**config.mk**
```make
export PLATFORM = sky130hd
export DESIGN_NAME = rc5_engine_scheduler_flat
export DESIGN_NICKNAME = d
export VERILOG_FILES = /design/src/rtl/rc5_engine_scheduler_if.sv /design/src/rtl/rc5_engine_scheduler.sv /design/src/flat_wrapper.sv
export SDC_FILE = /design/constraint.sdc
export NUM_CORES = 1
export LEC_CHECK = 0
export ABC_AREA = 1
export BUFFER_PORTS_ARGS = -buffer_cell sky130_fd_sc_hd__buf_2
export CAP_MARGIN = 5
export CORE_AREA = 2 2 131 133
export CTS_CLUSTER_DIAMETER = 150
export DETAILED_ROUTE_END_ITERATION = 10
export DIE_AREA = 0 0 133 135
export GPL_TIMING_DRIVEN = 0
export PLACE_DENSITY = 0.73
export SETUP_SLACK_MARGIN = 0.15
export SYNTH_ARGS = -nofsm -noshare
export SYNTH_HDL_FRONTEND = slang
export SYNTH_SLANG_ARGS = --single-unit
export TNS_END_PERCENT = 50
```
**constraint.sdc**
```tcl
create_clock -name clk -period 2.1 [get_ports clk]
set_clock_uncertainty 0.1 [all_clocks]
set_input_delay 0.42 -clock clk [delete_from_list [all_inputs] [get_ports clk]]
set_output_delay 0.42 -clock clk [all_outputs]
set_load 0.02 [all_outputs]
```
**src/rtl/rc5_engine_scheduler_if.sv**
```systemverilog
// Client, key-expansion and round-engine signals of the RC5 engine scheduler.
interface rc5_engine_scheduler_if #(
  parameter int W = 32
);
  // A request or response moves on a rising edge where its valid and ready are both 1; valid and
  // payload hold until that edge. exp_start/exp_done/eng_start/eng_done are single-cycle pulses.
  logic           key_update;
  logic [1:0]     req_valid;
  logic [1:0]     req_mode;
  logic [2*W-1:0] req_a;
  logic [2*W-1:0] req_b;
  logic [1:0]     req_ready;
  logic [1:0]     resp_valid;
  logic [W-1:0]   resp_a;
  logic [W-1:0]   resp_b;
  logic [1:0]     resp_ready;
  logic           exp_start;
  logic           exp_done;
  logic           eng_start;
  logic           eng_mode;
  logic [W-1:0]   eng_a;
  logic [W-1:0]   eng_b;
  logic [W-1:0]   eng_res_a;
  logic [W-1:0]   eng_res_b;
  logic           eng_done;
  logic           s_owner;
  logic           key_valid;
  logic [1:0]     dbg_state;

  modport slave (
    input  key_update, req_valid, req_mode, req_a, req_b, resp_ready,
           exp_done, eng_res_a, eng_res_b, eng_done,
    output req_ready, resp_valid, resp_a, resp_b, exp_start, eng_start,
           eng_mode, eng_a, eng_b, s_owner, key_valid, dbg_state
  );

  modport master (
    output key_update, req_valid, req_mode, req_a, req_b, resp_ready,
           exp_done, eng_res_a, eng_res_b, eng_done,
    input  req_ready, resp_valid, resp_a, resp_b, exp_start, eng_start,
           eng_mode, eng_a, eng_b, s_owner, key_valid, dbg_state
  );
endinterface

```
**src/rtl/rc5_engine_scheduler.sv**
```systemverilog
// Sequences key expansion and block operations on the shared RC5 datapath and
// arbitrates two block clients round-robin, one block in flight at a time.
module rc5_engine_scheduler #(
  parameter int W    = 32,
  parameter int NREQ = 2
) (
  input logic                   clk,
  input logic                   rst,
  rc5_engine_scheduler_if.slave bus
);
  typedef enum logic [1:0] {
    IDLE  = 2'd0,
    EXP   = 2'd1,
    CRYPT = 2'd2,
    RESP  = 2'd3
  } state_t;

  state_t          state;
  logic            key_stale;
  logic            rr_ptr;
  logic            owner_id;
  logic            op_mode;
  logic [W-1:0]    op_a;
  logic [W-1:0]    op_b;
  logic [W-1:0]    res_a;
  logic [W-1:0]    res_b;
  logic            exp_start;
  logic            eng_start;
  logic            s_owner;
  logic            key_valid;
  logic [NREQ-1:0] resp_valid;
  logic [NREQ-1:0] grant;
  logic            gnt_id;

  // rr_ptr remembers the last contested winner, so the other client wins the next tie.
  always_comb begin
    gnt_id = (&bus.req_valid) ? ~rr_ptr : bus.req_valid[1];
    grant  = '0;
    if (state == IDLE && !key_stale && |bus.req_valid) begin
      grant = NREQ'(1) << gnt_id;
    end
  end

  always_ff @(posedge clk or negedge rst) begin
    if (!rst) begin
      state      <= IDLE;
      key_stale  <= 1'b1;
      rr_ptr     <= 1'b1;
      owner_id   <= 1'b0;
      op_mode    <= 1'b0;
      op_a       <= '0;
      op_b       <= '0;
      res_a      <= '0;
      res_b      <= '0;
      exp_start  <= 1'b0;
      eng_start  <= 1'b0;
      s_owner    <= 1'b0;
      key_valid  <= 1'b0;
      resp_valid <= '0;
    end else begin
      exp_start <= 1'b0;
      eng_start <= 1'b0;
      case (state)
        IDLE: begin
          if (key_stale) begin
            state     <= EXP;
            exp_start <= 1'b1;
          end else if (|grant) begin
            op_mode  <= bus.req_mode[gnt_id];
            op_a     <= gnt_id ? bus.req_a[2*W-1:W] : bus.req_a[W-1:0];
            op_b     <= gnt_id ? bus.req_b[2*W-1:W] : bus.req_b[W-1:0];
            owner_id <= gnt_id;
            if (&bus.req_valid) rr_ptr <= gnt_id;
            state     <= CRYPT;
            eng_start <= 1'b1;
            s_owner   <= 1'b1;
          end
        end
        EXP: begin
          if (bus.exp_done) begin
            key_stale <= 1'b0;
            key_valid <= 1'b1;
            state     <= IDLE;
          end
        end
        CRYPT: begin
          if (bus.eng_done) begin
            res_a      <= bus.eng_res_a;
            res_b      <= bus.eng_res_b;
            resp_valid <= NREQ'(1) << owner_id;
            s_owner    <= 1'b0;
            state      <= RESP;
          end
        end
        RESP: begin
          if (bus.resp_ready[owner_id]) begin
            resp_valid <= '0;
            state      <= IDLE;
          end
        end
        default: state <= IDLE;
      endcase
      // A key rewrite wins over a finishing expansion in the same cycle.
      if (bus.key_update) begin
        key_stale <= 1'b1;
        key_valid <= 1'b0;
      end
    end
  end

  assign bus.req_ready  = grant;
  assign bus.resp_valid = resp_valid;
  assign bus.resp_a     = res_a;
  assign bus.resp_b     = res_b;
  assign bus.exp_start  = exp_start;
  assign bus.eng_start  = eng_start;
  assign bus.eng_mode   = op_mode;
  assign bus.eng_a      = op_a;
  assign bus.eng_b      = op_b;
  assign bus.s_owner    = s_owner;
  assign bus.key_valid  = key_valid;
  assign bus.dbg_state  = state;
endmodule

```
**src/flat_wrapper.sv**
```systemverilog
// flat-port wrapper written by rule: the top's interface ports become plain ports
module rc5_engine_scheduler_flat 
#(
  parameter int W    = 32,
  parameter int NREQ = 2
)
  (clk, rst, bus_key_update, bus_req_valid, bus_req_mode, bus_req_a, bus_req_b, bus_resp_ready, bus_exp_done, bus_eng_res_a, bus_eng_res_b, bus_eng_done, bus_req_ready, bus_resp_valid, bus_resp_a, bus_resp_b, bus_exp_start, bus_eng_start, bus_eng_mode, bus_eng_a, bus_eng_b, bus_s_owner, bus_key_valid, bus_dbg_state);
  rc5_engine_scheduler_if #(.W(W)) bus_i ();
  input logic clk;
  input logic rst;
  input wire logic [$bits(bus_i.key_update)-1:0] bus_key_update;
  input wire logic [$bits(bus_i.req_valid)-1:0] bus_req_valid;
  input wire logic [$bits(bus_i.req_mode)-1:0] bus_req_mode;
  input wire logic [$bits(bus_i.req_a)-1:0] bus_req_a;
  input wire logic [$bits(bus_i.req_b)-1:0] bus_req_b;
  input wire logic [$bits(bus_i.resp_ready)-1:0] bus_resp_ready;
  input wire logic [$bits(bus_i.exp_done)-1:0] bus_exp_done;
  input wire logic [$bits(bus_i.eng_res_a)-1:0] bus_eng_res_a;
  input wire logic [$bits(bus_i.eng_res_b)-1:0] bus_eng_res_b;
  input wire logic [$bits(bus_i.eng_done)-1:0] bus_eng_done;
  output wire logic [$bits(bus_i.req_ready)-1:0] bus_req_ready;
  output wire logic [$bits(bus_i.resp_valid)-1:0] bus_resp_valid;
  output wire logic [$bits(bus_i.resp_a)-1:0] bus_resp_a;
  output wire logic [$bits(bus_i.resp_b)-1:0] bus_resp_b;
  output wire logic [$bits(bus_i.exp_start)-1:0] bus_exp_start;
  output wire logic [$bits(bus_i.eng_start)-1:0] bus_eng_start;
  output wire logic [$bits(bus_i.eng_mode)-1:0] bus_eng_mode;
  output wire logic [$bits(bus_i.eng_a)-1:0] bus_eng_a;
  output wire logic [$bits(bus_i.eng_b)-1:0] bus_eng_b;
  output wire logic [$bits(bus_i.s_owner)-1:0] bus_s_owner;
  output wire logic [$bits(bus_i.key_valid)-1:0] bus_key_valid;
  output wire logic [$bits(bus_i.dbg_state)-1:0] bus_dbg_state;
  assign bus_i.key_update = bus_key_update;
  assign bus_i.req_valid = bus_req_valid;
  assign bus_i.req_mode = bus_req_mode;
  assign bus_i.req_a = bus_req_a;
  assign bus_i.req_b = bus_req_b;
  assign bus_i.resp_ready = bus_resp_ready;
  assign bus_i.exp_done = bus_exp_done;
  assign bus_i.eng_res_a = bus_eng_res_a;
  assign bus_i.eng_res_b = bus_eng_res_b;
  assign bus_i.eng_done = bus_eng_done;
  assign bus_req_ready = bus_i.req_ready;
  assign bus_resp_valid = bus_i.resp_valid;
  assign bus_resp_a = bus_i.resp_a;
  assign bus_resp_b = bus_i.resp_b;
  assign bus_exp_start = bus_i.exp_start;
  assign bus_eng_start = bus_i.eng_start;
  assign bus_eng_mode = bus_i.eng_mode;
  assign bus_eng_a = bus_i.eng_a;
  assign bus_eng_b = bus_i.eng_b;
  assign bus_s_owner = bus_i.s_owner;
  assign bus_key_valid = bus_i.key_valid;
  assign bus_dbg_state = bus_i.dbg_state;
  rc5_engine_scheduler #(.W(W), .NREQ(NREQ)) u_core (.clk(clk), .rst(rst), .bus(bus_i));
endmodule
```
==> impl_metrics.toml <==
[die]
core_area_sq_um = 16400
start_util_pct = 37.5
design.die.area_sq_um = 18000
num_rows = 47
die_height_microns = 135
ioPinCount = 342
die_w_microns = 133

[clocking]
worst_skew_pair_later_pin_latency_ns = 0.41
clk_pin_slew_worst_paths_ns = 0.06
max-clock-path-buffers = 2
cts_inserted_buffers = 17
clk_root_buffer_cell = "sky130_fd_sc_hd__clkbuf_16"
tritoncts = "done"
clock-sinks = 140
cts.htree.levels = 4

[logic_synthesis]
largest_family_of_logic_cells_by_synthesized_area = "simple AND/OR/NAND/NOR gates"
ys_types = 20
post_synth_xor_area_fraction_pct = 0
syn-instance-count = 820
synth-compound-area-share_pct = 0.813
yosys.area_share.adder_pct = 0
synthSimpleGateAreaFrac_pct = 37.9
yosys_warnings = 0
net_count_of_the_mapped_netlist = 1023
ys_seq_area_share_pct = 56.9
synth.cell_area_sq_um = 6160
ys_ff_latch = 140
muxShareOfSynthArea_pct = 0
syn_avg_cell_area_sq_um = 7.51

[setup_path]
worstSetupStartpoint = "u_core.bus.dbg_state[1]$_DFFE_PN0P_"
cp.arrival_ns = 1.69
cp_data_required_time_ns = 1.58
cp_slowest_cell = "sky130_fd_sc_hd__dfrtp_1"
critical-path-max-stage-delay_ns = 0.38
setup.worst_path.class = "flop to output port"
setup.worst_path.start_class = "flop"
worst_setup_path_end_kind = "output port"
r2r_start = "u_core.rr_ptr$_DFFE_PN1P_"
crit_path_max_fanout = 3
timing.critical_path.cells = "buf_6, nor2_4, inv_2, nor3_4, inv_2, clkbuf_16, nor2_4, buf_6"

[power]
irDropWorstVdd_mv = 0.593
power.leakage_nw = 5.51
power-per-cell-area_nw_per_um2 = 1470
post-layout-total-power_mw = 13.1

[min_path]
holdCritStartpoint = "bus_eng_res_a[22]"
min-delay-path-class = "input pin to flop"

[sta]
min_period_ns = 2.21
report.final.slew_viol_count = 0
number_of_failing_setup_endpoints_in_the_final_timing_report = 2
report.final.hold_viol_count = 0
rsz0062_at_grt = "true"
max_freq_mhz = 453
timing_worst_slew_pin_value_ns = 0.590
min_period_over_period_pct = 105
relSlewSlack_pct = 60.7
setup_slack_ns = -0.109

[grt]
first_global_vias = 6055
grt_busiest_layer = "met2"
pin_count_of_the_biggest_net_entering_global_routing = 81
groute.layer.met3.usage_pct = 5.71
grt.overflow.total = 0
antenna_found_initial = 1
grt_pass1_wl_mm = 30.5
grt.met2_usage_pct = 37.2
grt_usage_pct = 21.8
groute.layer.met1.usage_pct = 26.1

[drt]
detail_route.iter0.violations = 245
postRouteWirelength_mm = 19.2
antenna_left = 0
routedWlPerCell_microns = 13.5
vias_per_cell = 4.42
drc = 0
via_count = 6285
dr.pass1.iters = 5

[job]
cap_violations = 0

[finish]
layout.core_utilization_pct = 54.2
layout_filler_cell_count = 1585
finalInstanceArea_sq_um = 8890
nets = 1393
area_delta_synth_final_pct = 44.4
regArea_sq_um = 3510
antenna-diode-count = 0
multi_input_comb_area_sq_um = 2400
layout-drive-gt1-share_pct = 35.1
post_layout_nonfiller_instances = 1423

[run_status]
status = "complete, but fails checks"
violations_in_the_final_reports = "negative setup slack"

[place]
placed_area_sq_um = 8180
setup_ws_pre_cts_ns = -0.290
post-place-cells = 1382
gpl.final_weighted_congestion = 0.921
io_buffer_count = 341
place.detailed.hpwl_mm = 14.9
## cell usage in the layout (no fill, tap or decap), drive strengths merged
cell	netlist	layout
clkinv	0	7
o21ai	6	6
dfstp	2	2
buf	27	373
inv	15	18
dfrtp	138	138
a21oi	1	1
bufinv	0	2
nor3	2	2
o21a	1	1
nand2	598	598
nand3	8	8
nand4	1	1
clkbuf	15	37
clkinvlp	0	2
nor2	5	5
dlygate4sd3	0	1
o21bai	1	1
## worst paths after layout
kind / endpoint / slack (ns) / cells after the start
max in group asynchronous: u_core.key_stale$_DFFE_PN1P_ / 0.63 / 3
worst min register to register: u_core.bus.eng_a[7]$_DFFE_PN0P_ / 0.36 / 2
min in group asynchronous: u_core.bus.eng_b[10]$_DFFE_PN0P_ / 0.46 / 2
worst min-delay path: u_core.bus.resp_a[22]$_DFFE_PN0P_ / 0.10 / 3
worst max-delay path: bus_req_ready[0] / -0.11 / 8
worst max register to register: u_core.bus.eng_b[30]$_DFFE_PN0P_ / 0.33 / 9
## flip-flops by register name, summed over array words and instances (netlist names), 2 cells and up
name / count
u_core.bus.resp_a: 32
u_core.bus.resp_b: 32
u_core.bus.eng_b: 32
u_core.bus.dbg_state: 2
u_core.bus.eng_a: 32
u_core.bus.resp_valid: 2
## cell usage after synthesis (all sizes together)
| master | instances | share of area [%] |
|---|---|---|
| clkbuf | 15 | 0.91 |
| nand2 | 598 | 36 |
| nor2 | 5 | 0.35 |
| nand4 | 1 | 0.10 |
| a21oi | 1 | 0.081 |
| dfrtp | 138 | 56 |
| nor3 | 2 | 0.35 |
| inv | 15 | 0.91 |
| dfstp | 2 | 0.85 |
| buf | 27 | 2.5 |
| o21ai | 6 | 0.49 |
| nand3 | 8 | 0.65 |
| o21bai | 1 | 0.12 |
| o21a | 1 | 0.12 |
## layout make-up
type / count / area share (%)
clock buffers: 18 / 4.82
flip-flops and latches: 140 / 39.4
well taps: 220 / 3.09
inverters: 15 / 0.633
multi-input cells: 623 / 27.0
repair buffers: 351 / 20.5
plain buffers: 42 / 2.93
clock inverters: 14 / 1.62
## where the power goes
group / internal (mW) / switching (mW)
Clock: 1.75 / 1.16
Combinational: 1.84 / 3.66
Sequential: 3.99 / 0.665
Total: 7.59 / 5.49
## per-layer routing
metal | vias up | part of all wire [%]
li1 | 3192 | -
met2 | 257 | 49
met5 | - | 0.068
met3 | 43 | 7.1
met1 | 2791 | 41
met4 | 2 | 2.8
## logic make-up (layout without fill, tap and decap cells)
family | count (synthesis) | count (layout)
buffers and inverters | 57 | 440
AO/OA/AOI/OAI | 9 | 9
AND/OR/NAND/NOR | 614 | 614
flip-flops | 140 | 140
## critical path: cells and delay by family (launching register included)
kind / cells / cell delay, ns
flops: 1 / 0.38
buf+inv: 5 / 0.53
simple gates: 3 / 0.36
## stage by stage
| step | setup TNS, ns | hold WS (ns) |
|---|---|---|
| 6_report | -0.119 | 0.102 |
| 5_1_grt | -0.300 | 0.0946 |
| 4_1_cts | -0.347 | 0.0805 |
| 3_5_place_dp | -0.445 | 0.346 |
| 3_3_place_gp | -205.22 | 0.349 |
| 2_1_floorplan | 0 | 0.0244 |
## what timing repair did
item,4_1_cts,5_1_grt
endpoints found under the setup margin,2,61
hold endpoints to repair,59,0
hold buffers,1,0
buffers inserted,4,4
pin swaps,2,2
resized for setup,14,14
No activity file was read; power rests on OpenSTA's default activity.
